`src/rtl/key_expander.sv`:
```
// key_expander: iterative AES key schedule, one 32-bit word per cycle.
// Define KEY_EXP_ZEROIZE_EN to wipe all key material the cycle after done.
module key_expander #(
  parameter int NK = 4
) (
  input  logic              clk,
  input  logic              rst,
  input  logic              start,
  input  logic [32*NK-1:0]  key,
  output logic              busy,
  output logic [127:0]      rk,
  output logic [3:0]        rk_num,
  output logic              rk_valid,
  input  logic              rk_ready,
  output logic              done
);
  localparam int NR = NK + 6;
  localparam int TW = 4 * (NR + 1);

  if (NK != 4 && NK != 6 && NK != 8) begin : g_nk_chk
    $error("key_expander: NK must be 4, 6 or 8");
  end

  function automatic logic [7:0] xt(input logic [7:0] a);
    return {a[6:0], 1'b0} ^ (a[7] ? 8'h1b : 8'h00);
  endfunction

  function automatic logic [7:0] gmul(
    input logic [7:0] a,
    input logic [7:0] b
  );
    logic [7:0] p, x;
    p = '0;
    x = a;
    for (int k = 0; k < 8; k++) begin
      if (b[k]) p = p ^ x;
      x = xt(x);
    end
    return p;
  endfunction

  // S-box as GF(2^8) inverse (a^254) followed by the affine map
  function automatic logic [7:0] sbox(input logic [7:0] a);
    logic [7:0] sq, inv;
    sq  = a;
    inv = 8'h01;
    for (int k = 1; k < 8; k++) begin
      sq  = gmul(sq, sq);
      inv = gmul(inv, sq);
    end
    return inv ^ {inv[6:0], inv[7]} ^ {inv[5:0], inv[7:6]}
               ^ {inv[4:0], inv[7:5]} ^ {inv[3:0], inv[7:4]}
               ^ 8'h63;
  endfunction

  function automatic logic [31:0] subword(input logic [31:0] w);
    return {sbox(w[31:24]), sbox(w[23:16]),
            sbox(w[15:8]), sbox(w[7:0])};
  endfunction

  typedef enum logic [1:0] {IDLE, RUN, DRAIN} state_t;

  state_t      state;
  logic [31:0] win [NK];
  logic [31:0] grp [4];
  logic [5:0]  idx;
  logic [2:0]  pos;
  logic [7:0]  rcon;

  logic        first_pos, sub_pos, is_key, adv;
  logic [31:0] prev, sw_in, sw, temp, nw;

  // win[0] is w[i-NK], win[NK-1] is w[i-1]; key words rotate through
  always_comb begin
    prev      = win[NK-1];
    first_pos = (pos == 3'd0);
    sub_pos   = (NK == 8) && (pos == 3'd4);
    sw_in     = first_pos ? {prev[23:0], prev[31:24]} : prev;
    sw        = subword(sw_in);
    temp      = prev;
    if (first_pos) temp = sw ^ {rcon, 24'h0};
    else if (sub_pos) temp = sw;
    is_key    = (idx < 6'(NK));
    nw        = is_key ? win[0] : (win[0] ^ temp);
  end

  assign adv = (state == RUN) && !(rk_valid && !rk_ready);

  always_ff @(posedge clk) begin
    if (rst) begin
      state    <= IDLE;
      busy     <= 1'b0;
      rk_valid <= 1'b0;
      done     <= 1'b0;
      rk       <= '0;
      rk_num   <= '0;
      idx      <= '0;
      pos      <= '0;
      rcon     <= 8'h01;
      for (int j = 0; j < NK; j++) win[j] <= '0;
      for (int j = 0; j < 4; j++) grp[j] <= '0;
    end else begin
      done <= 1'b0;
      if (rk_valid && rk_ready) rk_valid <= 1'b0;
`ifdef KEY_EXP_ZEROIZE_EN
      if (done) begin
        rk <= '0;
        for (int j = 0; j < NK; j++) win[j] <= '0;
        for (int j = 0; j < 4; j++) grp[j] <= '0;
      end
`endif
      unique case (state)
        IDLE: begin
          if (start) begin
            for (int j = 0; j < NK; j++)
              win[j] <= key[32*(NK-1-j) +: 32];
            idx   <= '0;
            pos   <= '0;
            rcon  <= 8'h01;
            busy  <= 1'b1;
            state <= RUN;
          end
        end
        RUN: begin
          if (adv) begin
            for (int j = 0; j < NK - 1; j++) win[j] <= win[j+1];
            win[NK-1]      <= nw;
            grp[idx[1:0]]  <= nw;
            if (idx[1:0] == 2'd3) begin
              rk       <= {grp[0], grp[1], grp[2], nw};
              rk_num   <= idx[5:2];
              rk_valid <= 1'b1;
            end
            pos <= (pos == 3'(NK - 1)) ? 3'd0 : pos + 3'd1;
            if (!is_key && first_pos) rcon <= xt(rcon);
            idx <= idx + 6'd1;
            if (idx == 6'(TW - 1)) state <= DRAIN;
          end
        end
        DRAIN: begin
          if (rk_valid && rk_ready) begin
            done  <= 1'b1;
            busy  <= 1'b0;
            state <= IDLE;
          end
        end
        default: state <= IDLE;
      endcase
    end
  end
endmodule

```
`config.mk`:
```
export PLATFORM = sky130hd
export DESIGN_NAME = key_expander
export DESIGN_NICKNAME = d
export VERILOG_FILES = /design/src/rtl/key_expander.sv
export SDC_FILE = /design/constraint.sdc
export NUM_CORES = 2
export LEC_CHECK = 0
export CORE_UTILIZATION = 50
export DETAILED_ROUTE_END_ITERATION = 7
export HOLD_SLACK_MARGIN = 0.05
export PLACE_DENSITY = 0.65
export SETUP_SLACK_MARGIN = 0.3
export SLEW_MARGIN = 20
export SYNTH_ARGS = -nofsm -noshare
export SYNTH_HDL_FRONTEND = slang
export SYNTH_SLANG_ARGS = --single-unit
export TNS_END_PERCENT = 5
```
`constraint.sdc`:
```
create_clock -name clk -period 33.1 [get_ports clk]
set_input_delay 4.965 -clock clk [delete_from_list [all_inputs] [get_ports clk]]
set_output_delay 4.965 -clock clk [all_outputs]
set_load 0.02 [all_outputs]
```
==> metrics.txt <==
sequential share of the synthesized area between 10% and 20%; crit path time final 20.75 ns; Hold Buf Count CTS 0; CP Capture Type flop; Synth Warn # 0; MaxCap Viol Count 0; register area between 0.009 and 0.01 sq mm; Synth Area in Adders 0.422%; Seq cells post-synth 378; initial antenna violation count 18; Vias/cell 6.03; RD Place Congestion 0.994; synthesized-area fraction occupied by and/or/nand/nor cells 18.1%; 1st-iter DRT viols 7026; largest net degree at the start of global routing 108; Crit path largest cell delay 0.78 ns; fmax 0.0482 GHz; Mapped Avg Cell Area 8.14 sq um; global-route wire length before repair between 300 and 400 mm; latest clock arrival within the worst-skew pair ~0.61 ns; Post-CTS Setup Bufs 0; Yosys cell types 129; die width 382 um; post-synth top area cell xnor2_1; run status complete, but fails checks; # H-tree levels 2; CTS Buf Count 39; Remaining DRCs 92; worst reg2reg setup slack about 12 ns; fraction of registers with async set/reset 0%; Hold Path Class flop to flop; multi-input logic area 0.0599 sq mm; vias in the first global route 59818; clock tree sinks around 380; Worst-Margin Slew 1.15 ns; Clock Skew between 0.05 and 0.06 ns; TritonCTS clock tree done; P&R area growth vs syn 8.23%; max layer used met5; CTS Buffer Depth 3; critical path startpoint category flop; period utilisation layout 62.7%; GRT Total Usage 30.7%; number of gates resized after cts 0; Initial Util 50.4%; CP Class flop to flop; synthesized area 0.0723 sq mm; share of the synthesized area in the top cell type 18.1%; hold path startpoint rk[48]; slowest CP cell xnor3_1; fill count 13430; Port Buffers approximately 270; violated checks DRC; Rows 139; Hold Vio Cnt, Final 0; GRT overflow 0; RSZ-0062 raised after global routing false; Pre-antenna DRT Iters 8; commonest non-fill, non-tap cell in the layout xnor2_1; DR WL met2 between 100 and 150 mm; FF-to-FF End grp[2][24]; slack of the critical path 12.35 ns; pre-CTS WS 12.69 ns; met3 wire length approximately 18 mm; # IOs 267; Post-Synth XOR/XNOR Area 42.8%; DRT antenna net count 0; most frequent cells in the layout xnor2_1, nor2_1, nand2_1, a21oi_1, xor2_1; main combinational cell family by area after synthesis XOR/XNOR gates; crit path to grp[2][24]; mux contribution to synthesized area ~4.8%; Slew Limit Fails 0; Worst EP arrival about 21 ns; EDFF count, synth 224; Root Driver clkbuf_16; final setup fails 0; core area 0.144 sq mm; DPL Wire Length between 150 and 200 mm; CTS clk-pin slew, worst paths 0.07 ns; Avg WL per Cell 21.8 um; Die Span Y roughly 380 um; reg2reg start pos[0]; Metal-1 WL 101 mm; Synth area leaders xnor2_1, xnor3_1, edfxtp_1, nor2_1, xor2_1; Worst Setup SP pos[0]; WP data required roughly 33 ns; share of cells above drive strength 1 under 10%; total wire length 234 mm; Gate Count Post-Synth between 8000 and 9000; Max FO, Critical Path 51; die area 0.146 sq mm; setup tns final 0 ns; Slew HR between 20% and 30%; Synth Flop Type edfxtp_1; Worst Reg2Reg Path Length in Cells 61; syn_nets 9043; routed via count 64914; Final #Nets approximately 9000; Synth Area in Compound Gates 16.0%
## state kept, by name (all words and copies together) (netlist names), 2 cells and up
signal,cells
grp,96
idx,6
pos,3
rcon,8
rk,128
rk_num,4
state,2
win,128
## worst min path at each step
stage / cells after the start / slack [ns] / end
after floorplan: 2 / 0.47 / rk_num[3]
after global placement: 2 / 0.44 / rk[48]
after detailed placement: 2 / 0.45 / rk[25]
after CTS: 2 / 0.46 / rk[48]
after global routing: 2 / 0.48 / rk[91]
final: 2 / 0.46 / rk[48]
## cell families (layout without fill, tap and decap cells)
family / after synthesis / in the layout
AND/OR/NAND/NOR: 3075 / 3075
XOR/XNOR: 2596 / 2596
AO/OA/AOI/OAI: 1784 / 1784
buffers and inverters: 707 / 673
flip-flops: 378 / 378
multiplexers: 324 / 324
adder cells (fa/ha/maj): 25 / 25
other: 0 / 10
## area by class of cell
cell class              count  area share [%]
diodes                     10          0.0320
inverters                  92           0.443
clock buffers              50            1.38
well taps                1903            3.04
repair buffers            510            5.75
clock inverters            21           0.376
multi-input cells        7804            76.5
flip-flops and latches    378            12.5
## metal layers
layer | GRT usage, % | vias to the layer above
li1 | - | 30478
met1 | 42.6 | 31482
met2 | 49.9 | 2672
met3 | 3.98 | 276
met4 | 8.00 | 6
met5 | 0 | -
## through the flow
| step | area (sq um) | hold WS [ns] | instances | util (%) |
|---|---|---|---|---|
| finish | 78300 | 0.456 | 10768 | 54.5 |
| global route | 78300 | 0.475 | 10766 | 54.5 |
| CTS | 78200 | 0.455 | 10758 | 54.4 |
| detailed placement | 76800 | 0.446 | 10687 | 53.5 |
| global placement | 76800 | 0.443 | 10687 | 53.5 |
| floorplan | 72300 | 0.470 | 8889 | - |
## critical path, delay by kind of cell (launching register included)
kind            cells  cell delay [ns]
flops               1             0.32
xor+xnor           31            12.58
compound gates     11             2.51
simple gates        6             1.17
mux                 3             0.39
fa+ha+maj           4             1.64
buf+inv             6             1.75
## synth_stat cells, types with 40 or more instances
library cell / n
nor3_1: 199
a22oi_1: 64
nand3_1: 167
o22ai_1: 122
edfxtp_1: 224
inv_1: 74
xor2_1: 446
nor2b_1: 48
clkbuf_1: 379
nor2_1: 1308
xnor2_1: 1495
xnor3_1: 359
a31oi_1: 69
xnor2_2: 126
a22o_1: 94
xor2_2: 50
o21a_1: 41
buf_2: 156
o21ai_0: 309
mux2_2: 53
nand2_1: 1021
a211oi_1: 68
a21oi_1: 541
nand2b_1: 76
mux2i_1: 243
xor3_1: 45
o221ai_1: 41
o21ai_1: 71
dfxtp_1: 154
buf_1: 40
o211ai_1: 43
Power is not shown: default switching activity piles up to over one toggle a cycle in this logic, so the estimate is an artifact.
==> variant: new RTL, same flow settings <==
Build with the macro `KEY_EXP_ZEROIZE_EN` defined.
--- a/src/rtl/key_expander.sv
+++ b/src/rtl/key_expander.sv
@@ -2,2 +2,4 @@
 // Define KEY_EXP_ZEROIZE_EN to wipe all key material the cycle after done.
+`define KEY_EXP_ZEROIZE_EN
+
 module key_expander #(
Function: not settled (the Yosys comparison gave no result); the edit may change what the design does.
==> variant against the unedited design <==
- sequential cell count unchanged
- worst setup slack got worse by 1300 ps
- critical path type unchanged
- worst hold slack better by 3.6 ps
- wire length fell by 7.8%
- first-iteration DRC count fell by 9.5%
- via count is 0.22% higher
- cell area down 0.10%
- area after synthesis decreased by 0.21%
- die area down 0.21%
- global-route usage shrank 2.3 points
- clock skew is 36 ps lower
Power is not shown: default switching activity piles up to over one toggle a cycle in this logic, so the estimate is an artifact.
==> variant: results (changes against the unedited design) <==
- Run status: completed
- Final Skew: 16.4 ps (-36.4 ps)
- Area contributors post-synth: xnor2_1, edfxtp_1, xnor3_1
- Post-synth ARST share: 0% (unchanged)
- Post-CTS Resized: 0 (unchanged)
- IO Port Bufs: 266 (unchanged)
- First-pass GRT wire length: 343000 um (-4.5%)
- Crit-path max cell delay: 850 ps (+70 ps)
- Gpl congestion: 0.932 (-6.2%)
- Clk_lat worst skew: 540 ps (-70 ps)
- Initial antenna violation count: 13 (-5)
- Ys flop type: edfxtp_1
- Synth cell types: 130 (+0.78%)
- Critical Path Slowest Stage Cell: a2111oi_2
- Sequential element share of the synthesized area: 13.6% (+0.029 points)
- Post-synth EDFFs: 224 (unchanged)
- H-tree depth: 2 (unchanged)
- CTS Buf Count: 37 (-5.1%)
- Worst hold path type: reg2reg
- Routed wire length: 216000 um (-7.8%)
- Worst Path Max Fanout: 26 (-49%)
- Largest net degree at the start of global routing: 92 (-15%)
- Final HPWL DP: 157000 um (-8.3%)
- Drt pass-1 iters: 7 (-1)
- Final net count: 9212 (+2.6%)
- WL/cell: 19.6 um (-9.8%)
- Number of global-route vias before repair: 60800 (+1.6%)
- GRT Util Overall: 28.4% (-2.3 points)
- Worst rel slew slack: 22.5% (-0.50 points)
- Biggest regs: rk x128, win x128, grp x96
- Post-Synthesis Cells: 9099 (+2.4%)
- Mapped Nets: 9256 (+2.4%)
- Clk slew on worst S/H paths: 60 ps
- Drt initial violations: 6358 (-9.5%)
- Post-synth top cells: xnor2_1, nor2_1, nand2_1
- Post-CTS Setup Bufs: 0 (unchanged)
- Max Buffers Root-to-Sink: 3 (unchanged)
- DR vias/cell: 5.91 (-1.9%)
- Dpl cells: 10900 (+2.2%)
- Layout cells sized above 1: 8.85% (-0.16 points)
- Root Buffer: clkbuf_16
- Synth warnings: 0 (unchanged)
==> variant: final timing paths <==
kind                            startpoint          to  slack [ps]  cells after the start
worst max register to register      pos[0]  win[3][31]       11090                     69
worst min register to register  grp[2][23]      rk[55]         460                      1
worst max-delay path                pos[0]  win[3][31]       11090                     69
worst min-delay path            grp[2][23]      rk[55]         460                      1
==> variant: layer usage <==
layer | global-route usage (%) | part of all wire (%) | up-vias
met4 | 5.99 | 1.9 | 2
met5 | 0 | 0.0042 | -
met1 | 40.0 | 44 | 31200
met3 | 1.90 | 6.6 | 284
li1 | - | - | 31100
met2 | 47.3 | 47 | 2417
==> variant: final cells by class <==
| cell class | count | area (um^2) |
|---|---|---|
| antenna | 12 | 30.0 |
| clock buffer | 59 | 1080 |
| clock inverter | 9 | 65.1 |
| fill | 13300 | 65300 |
| inverter | 117 | 442 |
| multi-input combinational | 7981 | 59700 |
| sequential | 378 | 9810 |
| tap | 1903 | 2380 |
| timing repair buffer | 540 | 4720 |
==> variant: metrics by stage <==
step | worst slack (ps) | hold slack (ps) | instance area (um^2)
finish | 11090 | 459 | 78200
global route | 9420 | 463 | 78200
CTS | 11350 | 457 | 78100
detailed placement | 11440 | 450 | 77000
global placement | 12020 | 444 | 77000
floorplan | 15960 | 442 | 72200
==> variant: logic make-up after synthesis <==
group / Yosys count / synth area share (%)
simple gates: 2963 / 17.5
compound gates: 1905 / 17.1
flops: 378 / 13.6
buf+inv: 740 / 4.45
xor+xnor: 2777 / 42.2
fa+ha+maj: 27 / 0.461
mux: 309 / 4.61
==> variant: worst max-delay path: cells and delay by family (launching register included) <==
kind / cells / cell delay (ps)
buf+inv: 8 / 2270
fa+ha+maj: 4 / 1750
simple gates: 14 / 3620
xor+xnor: 19 / 6540
compound gates: 19 / 5720
flops: 1 / 370
mux: 5 / 1400
